### src/rtl/bitwise_result_fifo_if.sv
`default_nettype none
// ============================================================================
// Module   : bitwise_result_fifo_if
// Brief    : Result bus, push/pop handshakes and status readout for the
//            bitwise result FIFO.
// Revision : 1.0 - initial release
// ============================================================================
interface bitwise_result_fifo_if #(
    parameter int WIDTH = 4,
    parameter int DEPTH = 4
);
    localparam int c_CNT_W = $clog2(DEPTH + 1);

    logic [WIDTH-1:0]   d0;
    logic [WIDTH-1:0]   d1;
    logic [WIDTH-1:0]   d2;
    logic [WIDTH-1:0]   d3;
    logic [WIDTH-1:0]   d4;
    logic               in_valid;
    logic [2:0]         in_op;
    logic               in_ready;
    logic               out_valid;
    logic [WIDTH-1:0]   out_data;
    logic [2:0]         out_op;
    logic               out_ready;
    logic [c_CNT_W-1:0] count;
    logic [WIDTH-1:0]   checksum;
    logic               err_op;

    // Upstream/downstream environment side.
    modport master (
        output d0, d1, d2, d3, d4, in_valid, in_op, out_ready,
        input  in_ready, out_valid, out_data, out_op, count, checksum, err_op
    );

    // FIFO side.
    modport slave (
        input  d0, d1, d2, d3, d4, in_valid, in_op, out_ready,
        output in_ready, out_valid, out_data, out_op, count, checksum, err_op
    );
endinterface
`default_nettype wire

### src/rtl/bitwise_result_fifo.sv
`default_nettype none
// ============================================================================
// Module   : bitwise_result_fifo
// Brief    : Selects one bitwise result per accepted transfer and queues it
//            with its opcode in a first-word-fall-through FIFO. DEPTH must be
//            a power of two, >= 2.
// Revision : 1.0 - initial release
// ============================================================================
module bitwise_result_fifo #(
    parameter int WIDTH = 4,
    parameter int DEPTH = 4
) (
    input  wire logic            clk,
    input  wire logic            rst_n,
    bitwise_result_fifo_if.slave bus
);
    localparam int c_PTR_W = $clog2(DEPTH);
    localparam int c_CNT_W = $clog2(DEPTH + 1);
    localparam int c_ENT_W = WIDTH + 3;

    localparam logic [c_PTR_W-1:0] c_PTR_ONE  = c_PTR_W'(1);
    localparam logic [c_CNT_W-1:0] c_CNT_ONE  = c_CNT_W'(1);
    localparam logic [c_CNT_W-1:0] c_CNT_FULL = c_CNT_W'(DEPTH);
    localparam logic [2:0]         c_OP_MAX   = 3'd4;

    logic [c_ENT_W-1:0] r_mem [DEPTH];
    logic [c_PTR_W-1:0] r_wr_ptr;
    logic [c_PTR_W-1:0] r_rd_ptr;
    logic [c_CNT_W-1:0] r_count;
    logic [WIDTH-1:0]   r_checksum;
    logic               r_err_op;

    logic               w_full;
    logic               w_empty;
    logic               w_accept;
    logic               w_illegal;
    logic               w_push;
    logic               w_pop;
    logic [WIDTH-1:0]   w_sel;
    logic [c_ENT_W-1:0] w_head;

    // Handshake readiness depends on occupancy only, never on in_valid/out_ready.
    assign w_full    = (r_count == c_CNT_FULL);
    assign w_empty   = (r_count == '0);
    assign w_accept  = bus.in_valid && !w_full;
    assign w_illegal = (bus.in_op > c_OP_MAX);
    assign w_push    = w_accept && !w_illegal;
    assign w_pop     = bus.out_ready && !w_empty;

    always_comb begin
        w_sel = bus.d0;
        case (bus.in_op)
            3'd1:    w_sel = bus.d1;
            3'd2:    w_sel = bus.d2;
            3'd3:    w_sel = bus.d3;
            3'd4:    w_sel = bus.d4;
            default: w_sel = bus.d0;
        endcase
    end

    // Storage is cleared too so the head reads as zero out of reset.
    always_ff @(posedge clk or negedge rst_n) begin
        if (!rst_n) begin
            for (int i = 0; i < DEPTH; i++) begin
                r_mem[i] <= '0;
            end
        end else if (w_push) begin
            r_mem[r_wr_ptr] <= {bus.in_op, w_sel};
        end
    end

    always_ff @(posedge clk or negedge rst_n) begin
        if (!rst_n) begin
            r_wr_ptr   <= '0;
            r_rd_ptr   <= '0;
            r_count    <= '0;
            r_checksum <= '0;
            r_err_op   <= 1'b0;
        end else begin
            if (w_push) begin
                r_wr_ptr <= r_wr_ptr + c_PTR_ONE;
            end
            if (w_pop) begin
                r_rd_ptr   <= r_rd_ptr + c_PTR_ONE;
                r_checksum <= r_checksum ^ w_head[WIDTH-1:0];
            end
            if (w_accept && w_illegal) begin
                r_err_op <= 1'b1;
            end
            case ({w_push, w_pop})
                2'b10:   r_count <= r_count + c_CNT_ONE;
                2'b01:   r_count <= r_count - c_CNT_ONE;
                default: r_count <= r_count;
            endcase
        end
    end

    assign w_head        = r_mem[r_rd_ptr];
    assign bus.in_ready  = !w_full;
    assign bus.out_valid = !w_empty;
    assign bus.out_data  = w_head[WIDTH-1:0];
    assign bus.out_op    = w_head[c_ENT_W-1:WIDTH];
    assign bus.count     = r_count;
    assign bus.checksum  = r_checksum;
    assign bus.err_op    = r_err_op;

endmodule
`default_nettype wire
### src/flat_wrapper.sv
// flat-port wrapper written by rule: the top's interface ports become plain ports
module bitwise_result_fifo_flat 
#(
    parameter int WIDTH = 4,
    parameter int DEPTH = 4
)
  (clk, rst_n, bus_d0, bus_d1, bus_d2, bus_d3, bus_d4, bus_in_valid, bus_in_op, bus_out_ready, bus_in_ready, bus_out_valid, bus_out_data, bus_out_op, bus_count, bus_checksum, bus_err_op);
  bitwise_result_fifo_if #(.WIDTH(WIDTH), .DEPTH(DEPTH)) bus_i ();
  input  wire logic clk;
  input  wire logic rst_n;
  input wire logic [$bits(bus_i.d0)-1:0] bus_d0;
  input wire logic [$bits(bus_i.d1)-1:0] bus_d1;
  input wire logic [$bits(bus_i.d2)-1:0] bus_d2;
  input wire logic [$bits(bus_i.d3)-1:0] bus_d3;
  input wire logic [$bits(bus_i.d4)-1:0] bus_d4;
  input wire logic [$bits(bus_i.in_valid)-1:0] bus_in_valid;
  input wire logic [$bits(bus_i.in_op)-1:0] bus_in_op;
  input wire logic [$bits(bus_i.out_ready)-1:0] bus_out_ready;
  output wire logic [$bits(bus_i.in_ready)-1:0] bus_in_ready;
  output wire logic [$bits(bus_i.out_valid)-1:0] bus_out_valid;
  output wire logic [$bits(bus_i.out_data)-1:0] bus_out_data;
  output wire logic [$bits(bus_i.out_op)-1:0] bus_out_op;
  output wire logic [$bits(bus_i.count)-1:0] bus_count;
  output wire logic [$bits(bus_i.checksum)-1:0] bus_checksum;
  output wire logic [$bits(bus_i.err_op)-1:0] bus_err_op;
  assign bus_i.d0 = bus_d0;
  assign bus_i.d1 = bus_d1;
  assign bus_i.d2 = bus_d2;
  assign bus_i.d3 = bus_d3;
  assign bus_i.d4 = bus_d4;
  assign bus_i.in_valid = bus_in_valid;
  assign bus_i.in_op = bus_in_op;
  assign bus_i.out_ready = bus_out_ready;
  assign bus_in_ready = bus_i.in_ready;
  assign bus_out_valid = bus_i.out_valid;
  assign bus_out_data = bus_i.out_data;
  assign bus_out_op = bus_i.out_op;
  assign bus_count = bus_i.count;
  assign bus_checksum = bus_i.checksum;
  assign bus_err_op = bus_i.err_op;
  bitwise_result_fifo #(.WIDTH(WIDTH), .DEPTH(DEPTH)) u_core (.clk(clk), .rst_n(rst_n), .bus(bus_i));
endmodule
### config.mk
export PLATFORM = sky130hd
export DESIGN_NAME = bitwise_result_fifo_flat
export DESIGN_NICKNAME = d
export VERILOG_FILES = /design/src/rtl/bitwise_result_fifo_if.sv /design/src/rtl/bitwise_result_fifo.sv /design/src/flat_wrapper.sv
export SDC_FILE = /design/constraint.sdc
export NUM_CORES = 1
export LEC_CHECK = 0
export CAP_MARGIN = 10
export CORE_UTILIZATION = 55
export DETAILED_ROUTE_END_ITERATION = 16
export GPL_TIMING_DRIVEN = 0
export PLACE_DENSITY = 0.84
export SLEW_MARGIN = 20
export SYNTH_ARGS = -nofsm -noshare
export SYNTH_HDL_FRONTEND = slang
export SYNTH_SLANG_ARGS = --single-unit
### constraint.sdc
create_clock -name clk -period 7.1 [get_ports clk]
set_clock_uncertainty 0.2 [all_clocks]
set_input_delay 1.065 -clock clk [delete_from_list [all_inputs] [get_ports clk]]
set_output_delay 1.065 -clock clk [all_outputs]
set_load 0.01 [all_outputs]
* Word-level counts from Yosys, hierarchy flattened
Index checks and enable logic that the tools add are counted.
Storage, ports and cells: register bits 40, output and inout bits 17, word-level logic and storage cells 45
Cells by class: add/sub/neg operators 4, order comparisons 4, equality and inequality tests 7, multiplexer cells 8, bitwise operators 3, reduce and logical (&&, ||, !) cells 10
Operators by type and width (number):
- bitwise mux 28 bit | 1
- 2-to-1 mux 7 bit | 3
- case mux 4 bit (4 select lines) | 1
- binary-select mux 7 bit (select 2 bit) | 1
- demux 7 bit (select 2 bit) | 1
- == test 3 x 2 -> 1 bit, second input constant | 2
- == test 3 bit, second input constant | 2
- greater-or-equal comparator 3 bit, second input constant | 2
- inverter 2 -> 3 bit | 2
- case mux 3 bit (2 select lines) | 1
- logical AND 1 bit | 5
- adder 2 x 1 -> 2 bit, second input constant | 2
- bitwise XOR 4 bit | 1
- adder 3 x 1 -> 3 bit, second input constant | 1
- == test 3 x 1 -> 1 bit, second input constant | 1
- greater-than comparator 3 bit, second input constant | 1
- logical NOT 1 bit | 3
- logical NOT 3 bit | 1
- less-than comparator 3 x 1 -> 1 bit, second input constant | 1
- subtractor 3 x 1 -> 3 bit, second input constant | 1
- == test 2 x 1 -> 1 bit, second input constant | 1
- == test 2 bit, second input constant | 1
- nonzero test 2 bit | 1

* Depth between registers and ports, before layout
word-level depth 6, mapped depth 9, mapped depth without buffers 8

* Least setup slack after synthesis
No wires, ideal clock.
kind input port to flip-flop, start in bus_in_op[1], end reg u_core.r_count[2] (netlist: u_core.bus.count[2]), arrival 2470 ps, required time 6821 ps, slack 4351 ps, stages 9, cell sequence buf_2 > o21ai_2 > nand3_1 > ha_1 > inv_1 > fa_1 > xor2_1 > nor2_1 > xor2_1
On the way: word-level cells in the longest chain between the ends 5, elaborated cells on any way between the ends 7, classes of those cells 1 x order compare; 2 x eq/ne; 1 x mux; 3 x reduce/logical
Ends and longest elaborated chain:
- from (decl) | RTL line flat_wrapper.sv:17 | input wire logic [$bits(bus_i.in_op)-1:0] bus_in_op;
- greater-than comparator 3 bit * | RTL line bitwise_result_fifo.sv:46 | assign w_illegal = (bus.in_op > c_OP_MAX);
- logical NOT 1 bit * | RTL line bitwise_result_fifo.sv:47 | assign w_push = w_accept && !w_illegal;
- logical AND 1 bit * | RTL line bitwise_result_fifo.sv:47
- == test 2 x 1 -> 1 bit / == test 2 bit (equally long branches) | RTL line bitwise_result_fifo.sv:90 | case ({w_push, w_pop})
- case mux 3 bit (2 select lines) / nonzero test 2 bit (equally long branches)
- to (signal assigned) | RTL line bitwise_result_fifo.sv:91 | 2'b10: r_count <= r_count + c_CNT_ONE;
- to (signal assigned) | RTL line bitwise_result_fifo.sv:92 | 2'b01: r_count <= r_count - c_CNT_ONE;
- to (signal assigned) | RTL line bitwise_result_fifo.sv:93 | default: r_count <= r_count;
- to (decl) | RTL line bitwise_result_fifo.sv:29 | logic [c_CNT_W-1:0] r_count;
Mark *: on every way between the ends. The rest lies on a longest branch, timed or not. A chain may end at the register's enable or synchronous reset.

* Final worst setup path
start reg u_core.r_rd_ptr[0], end out bus_out_data[1]
On the way: word-level cells in the longest chain between the ends 4
Ends and longest elaborated chain:
- from (decl) | RTL line bitwise_result_fifo.sv:28 | logic [c_PTR_W-1:0] r_rd_ptr;
- from (signal assigned) | RTL line bitwise_result_fifo.sv:84 | r_rd_ptr <= r_rd_ptr + c_PTR_ONE;
- inverter 2 -> 3 bit (implied by the code) | RTL line bitwise_result_fifo.sv:98 | assign w_head = r_mem[r_rd_ptr];
- binary-select mux 7 bit (select 2 bit) | RTL line bitwise_result_fifo.sv:98
- 2-to-1 mux 7 bit (implied by the code) (2 in series) | RTL line bitwise_result_fifo.sv:98
- to (decl) | RTL line flat_wrapper.sv:21 | output wire logic [$bits(bus_i.out_data)-1:0] bus_out_data;
No other way between the ends. The select of a mux whose other input is x is not followed.

==> results.yml <==
worst_setup_path:
  critPathBufInv: 2
  crit_type: "flop to output port"
  cp-startpoint: "u_core.r_rd_ptr[0]$_DFFE_PN0P_"
  endpoint: "bus_out_data[1]"
  reg2reg_to: "u_core.bus.count[2]$_DFFE_PN0P_"
  worstPathArrival_ps: 2000
  cpMaxStageDelayCell: "mux4_2"
  rrSetupSlack_ps: 4590
  worst-path-max-fanout: 9
  rr_worst_depth: 9
  cp.depth: 3
  slowest_delay_ps: 580
  critPathTopFamily: "buffers and inverters"
  timing.rr.start: "u_core.bus.count[0]$_DFFE_PN0P_"
  required_ps: 5830
  crit_path_cell_trace: "buf_2, mux4_2, clkdlybuf4s50_1"
  cp-start-kind: "flop"
  endpoint_kind: "output port"
placement:
  place_area_sq_um: 2680
  numPortBuffers: 40
  gp_congestion: 0.904
  dp_hpwl_um: 3980
die:
  initial_utilization_pct: 58.9
  coreArea_sq_um: 3740
  die_h_um: 65.3
  die_w_um: 65.3
  die-area_sq_um: 4270
  io_pins: 44
  std_cell_rows: 22
routing:
  drcViolationCount: 0
  met2_length_um: 2640
  drt_wl_total_um: 5170
  routed-wl-met3_um: 288
  vias: 1745
  first_pass_iters: 4
  wl_per_cell_um: 18.8
  highest_layer: "met4"
  ant_nets: 0
  vias_per_cell: 6.35
  drt_iter0_markers: 117
  wl_met1_um: 2150
clock_network:
  post_cts_resized: 0
  hold_buffers: 0
  cts_sinks: 40
  cts_buffers: 5
  clk_path_buf_depth: 2
  cts_root_buf: "clkbuf_8"
  tritoncts: "done"
  post_cts_buffers: 0
  htree_levels: 2
  worstSkewPairLatency_ps: 290
  clk_pin_slew_ps: 70
timing:
  max-slew-margin-rel_pct: 58.2
  finalCritPeriodShare_pct: 46.0
  hold_viol: 0
  setup_viol: 0
  worstMarginPinSlew_ps: 622
  fin_setup_tns_ps: 0
  min_period_ps: 3270
  finalMaxSlewViolations: 0
  rsz0062_at_grt: "no"
  fmaxAchievable_mhz: 306
layout:
  syn2layout_area_growth_pct: 25.9
  finalInstanceArea_sq_um: 2780
  antenna_cells: 0
  final_util_pct: 74.2
  nets: 260
  n_fill_cell: 238
  multi_input_area_sq_um: 1090
  seqCellArea_sq_um: 1000
  drive_above_1_share_pct: 20.7
global_routing:
  grt_pass1_vias: 1820
  grt_antenna_before_repair: 0
  grt_usage_pct: 28.5
  overflow: 0
  grt_pass1_wl_um: 8830
  grt_max_degree: 28
yosys:
  synth_most_common_cell: "dfrtp_1"
  synth_ff_type: "dfrtp_1"
  synth_top_area_cell: "dfrtp_1"
  synth-seq-cells: 40
  synthTopCellsByArea: "dfrtp_1, mux2_2, mux4_2"
  yosys_warnings: 0
  syn_area_sq_um: 2210
  synthArstFlopShare_pct: 100
  ys_top_cells_by_count: "dfrtp_1, mux2_2, a31oi_1, a41oi_1, buf_2"
  syn_area_per_cell_sq_um: 12.3
  synth_top_area_share_pct: 45.4
  synth_cell_types: 32
  synth-seq-area-share_pct: 45.4
  syn_nets: 212
  synth_edf_count: 0
  synth_cells: 179
flow_run:
  max_cap_viol_count: 0
outcome:
  status: "finished clean"
power_and_ir_drop:
  p_leak_nw: 1.13
  power_density_nw_per_um2: 428
  vdd_ir_drop_max_mv: 0.159
hold_path:
  hold_path.class: "flop to flop"
[worst register-to-register path: stages, from the launching register on]
cell and delay [ps]:
dfrtp_1 440, or3b_1 410, buf_6 160, nand3_1 150, ha_1 220, inv_1 70, fa_1 380, xor2_1 160
nor2_1 120, xor2_1 150
[kinds of logic after synthesis]
logic type / synth area share, %
buffers and inverters: 5.27
XOR/XNOR: 3.97
flip-flops: 45.4
multiplexers: 16.3
AO/OA/AOI/OAI: 15.4
AND/OR/NAND/NOR: 9.93
adder cells (fa/ha/maj): 3.74
[through the flow]
step | hold slack [ps] | setup slack, ps | power [mW] | cells
after floorplan | 274 | 4350 | 0.781 | 179
after global placement | 260 | 3820 | 0.990 | 267
after detailed placement | 266 | 3730 | 1.03 | 268
after CTS | 280 | 3800 | 1.19 | 275
after global routing | 289 | 3740 | 1.27 | 275
final | 275 | 3830 | 1.19 | 275
[flip-flops by register name (all words and copies together) (netlist names)]
register,count
u_core.r_rd_ptr,2
u_core.bus.count,3
u_core.r_mem,28
u_core.bus.err_op,1
u_core.r_wr_ptr,2
u_core.bus.checksum,4
[power breakdown]
| group | switching (mW) | internal, mW | leakage (nW) |
|---|---|---|---|
| clock | 0.0750 | 0.0865 | 0.0503 |
| combinational | 0.268 | 0.338 | 0.613 |
| sequential | 0.0754 | 0.345 | 0.461 |
| total | 0.418 | 0.769 | 1.13 |
[area by class of cell]
type,count,share of cell area [%]
Buffer,17,3.38
Tap cell,48,2.16
Inverter,6,0.811
Multi-Input combinational cell,116,39.2
Clock buffer,7,3.47
Sequential cell,40,36.0
Timing Repair Buffer,41,15.0
[worst min path at each step]
stage | from | to | slack (ps) | cells after the start
3_5_place_dp | u_core.bus.checksum[2]$_DFFE_PN0P_ | u_core.bus.checksum[2]$_DFFE_PN0P_ | 270 | 1
5_1_grt | u_core.bus.checksum[2]$_DFFE_PN0P_ | u_core.bus.checksum[2]$_DFFE_PN0P_ | 290 | 1
6_report | u_core.bus.checksum[2]$_DFFE_PN0P_ | u_core.bus.checksum[2]$_DFFE_PN0P_ | 280 | 1
2_1_floorplan | u_core.r_mem[11]$_DFFE_PN0P_ | u_core.r_mem[11]$_DFFE_PN0P_ | 270 | 1
3_3_place_gp | u_core.bus.checksum[3]$_DFFE_PN0P_ | u_core.bus.checksum[3]$_DFFE_PN0P_ | 260 | 1
4_1_cts | u_core.bus.checksum[2]$_DFFE_PN0P_ | u_core.bus.checksum[2]$_DFFE_PN0P_ | 280 | 1
[metal layers]
metal | up-vias | GRT usage, %
met3 | 10 | 6.77
met1 | 853 | 33.7
met5 | - | 0
li1 | 801 | -
met4 | 0 | 11.4
met2 | 81 | 49.6
[layout by cell type (no fill, tap or decap), types with 4 or more instances in the layout]
cell | Yosys | layout
clkdlybuf4s50_1 | 0 | 39
ha_1 | 5 | 5
nand2_1 | 6 | 6
nor4bb_1 | 4 | 4
o211a_1 | 4 | 4
a41oi_1 | 16 | 16
xnor2_1 | 7 | 7
a32oi_1 | 4 | 4
buf_2 | 9 | 10
dfrtp_1 | 40 | 40
mux2_2 | 17 | 17
a31oi_1 | 16 | 16
clkbuf_1 | 6 | 6
mux4_2 | 7 | 7
inv_1 | 6 | 6
nand4_1 | 4 | 4
clkbuf_8 | 0 | 7
nor3_1 | 4 | 4
nor4b_1 | 4 | 4
(Power assumes the default switching activity.)
==> patch: new RTL, same flow settings <==
Reset style: synchronous (`rst_n`), changed in 2 clocked blocks.
--- a/src/rtl/bitwise_result_fifo.sv
+++ b/src/rtl/bitwise_result_fifo.sv
@@ -59,7 +59,7 @@
     end
 
     // Storage is cleared too so the head reads as zero out of reset.
-    always_ff @(posedge clk or negedge rst_n) begin
+    always_ff @(posedge clk) begin
         if (!rst_n) begin
             for (int i = 0; i < DEPTH; i++) begin
                 r_mem[i] <= '0;
@@ -69,7 +69,7 @@
         end
     end
 
-    always_ff @(posedge clk or negedge rst_n) begin
+    always_ff @(posedge clk) begin
         if (!rst_n) begin
             r_wr_ptr   <= '0;
             r_rd_ptr   <= '0;
Behaviour: differs if rst_n is asserted again (counterexample within 4 cycles, from zero or initial values and one cycle with rst_n low); with rst_n held inactive, the same outputs for 10 cycles.
==> patch against the unedited design <==
  * Hold slack improved by 0.044 ns
  * Area after synthesis fell by 6.5%
  * Sequential cell count rose by 2
  * Setup slack got worse by 0.023 ns
  * Non-clock buffer count fell by 5
  * Register-to-register slack got worse by 0.14 ns
  * Routed wire length fell by 15%
  * Final cell count fell by 1.5%
  * Design area fell by 4.5%
  * Critical path type is now input pin to register
Power is not compared: it rests on default switching activity, and its combinational part moved more than twofold at a synthesized area within 25%.
==> patch: results (changes against the unedited design) <==
min_path:
  worstHoldStart: "u_core.r_wr_ptr[1]$_SDFFE_PN0P_"
  hold_path_depth: 2  # +1
  whs_endpoint: "u_core.r_wr_ptr[1]$_SDFFE_PN0P_"
detailed_routing:
  drt_iter0_drc: 88  # -25%
  wl_per_cell_um: 16.1  # -14%
  num_vias: 1534  # -12%
placement:
  place_inst: 263  # -1.9%
  port_buffers: 40  # unchanged
  place_congestion: 0.810  # -10%
  hpwl_um: 3260  # -18%
setup_path:
  worstPathArrival_ns: 3.32  # +1.32 ns
  r2r_end: "u_core.bus.count[2]$_SDFFE_PN0P_"
  critPathMaxFanout: 7  # -2
  r2r_slack_ns: 4.45  # -0.14 ns
layout:
  fillCellCount: 241  # +1.3%
  layout-drive-gt1-share_pct: 12.4  # -8.3 points
  final_cells: 271  # -1.5%
  insertedDiodeCount: 0  # unchanged
  nNetsFinal: 253  # -2.7%
timing:
  worst_slew_pin_slew_ns: 0.549  # -0.0729 ns
yosys:
  synth_edf_count: 28  # +28
  synth.avg_cell_area_um2: 11.7  # -5.4%
  yosysUniqueCellTypes: 39  # +22%
  synth.area.top_cells: "edfxtp_1 41%, dfxtp_1 14%, mux4_2 7.6%, nor2_1 5.3%, and2_1 3.0%"
  ys_ff_latch: 42  # +5.0%
  async_reset_ff_share_pct: 0  # -100 points
  synth_flop_cell: "edfxtp_1"
  synth-seq-area-share_pct: 54.3  # +9.0 points
  syn_nets: 206  # -2.8%
status:
  status: "completed"
global_routing:
  grt_max_degree: 14  # -50%
  first_global_vias: 1527  # -16%
  grt_pass1_wl_um: 7070  # -20%
power:
  power.share.clock_pct: 27.3
clocking:
  htree_levels: 2  # unchanged
patch: layout make-up:
class	instances	area (um2)	area share [%]
inverters	6	22.5	0.849
flip-flops and latches	42	1120	42.2
plain buffers	13	77.6	2.92
multi-input cells	116	842	31.7
clock buffers	5	68.8	2.59
repair buffers	40	400	15.1
well taps	46	57.6	2.17
clock inverters	3	63.8	2.40
patch: critical path, stage by stage:
cell             delay (ns)
clkdlybuf4s50_1        0.65
o21ai_4                0.16
nand3_2                0.13
ha_1                   0.19
inv_1                  0.07
fa_1                   0.39
xor2_1                 0.17
or3_1                  0.31
a21boi_0               0.17
patch: how the worst max path moves through the flow:
stage / from / slack, ns / to
6_report: bus_in_op[2] / 3.81 / u_core.bus.count[2]$_SDFFE_PN0P_
3_3_place_gp: bus_out_ready / 3.64 / u_core.bus.count[2]$_SDFFE_PN0P_
2_1_floorplan: bus_out_ready / 4.24 / u_core.bus.count[2]$_SDFFE_PN0P_
3_5_place_dp: bus_out_ready / 3.52 / u_core.bus.count[2]$_SDFFE_PN0P_
4_1_cts: bus_in_op[2] / 3.82 / u_core.bus.count[2]$_SDFFE_PN0P_
5_1_grt: bus_out_ready / 3.64 / u_core.bus.count[2]$_SDFFE_PN0P_
patch: power by group through the flow:
stage               Clock (uW)  Combinational (uW)  Sequential, uW
finish                     220                 269             317
detailed placement           0                 269             322
global route               232                 289             321
global placement             0                 256             318
floorplan                    0                 153             322
CTS                        221                 270             317
patch: per-layer routing:
| layer | vias to the layer above | wire length (um) | GRT usage (%) | share of wire, % |
|---|---|---|---|---|
| met3 | 8 | 255 | 7.43 | 5.8 |
| met1 | 741 | 1690 | 27.0 | 39 |
| met2 | 65 | 2330 | 42.5 | 53 |
| li1 | 720 | - | - | - |
| met4 | 0 | 90 | 10.8 | 2.1 |
| met5 | - | 0 | 0 | 0 |
patch: cell families (layout without fill, tap and decap cells):
| logic type | after synthesis | in the layout | share of synthesized area (%) |
|---|---|---|---|
| AND/OR/NAND/NOR | 74 | 74 | 19.2 |
| flip-flops | 42 | 42 | 54.3 |
| AO/OA/AOI/OAI | 22 | 22 | 7.58 |
| buffers and inverters | 19 | 67 | 4.85 |
| XOR/XNOR | 9 | 9 | 3.82 |
| multiplexers | 9 | 9 | 8.61 |
| adder cells (fa/ha/maj) | 2 | 2 | 1.58 |
patch: metrics by stage:
step | setup WS [ns] | utilization, % | area [um2] | hold WS, ns
final | 3.81 | 76.5 | 2650 | 0.319
after floorplan | 4.24 | - | 2060 | 0.267
after global routing | 3.64 | 76.5 | 2650 | 0.365
after detailed placement | 3.52 | 72.7 | 2520 | 0.310
after CTS | 3.82 | 76.5 | 2650 | 0.319
after global placement | 3.64 | 72.7 | 2520 | 0.282
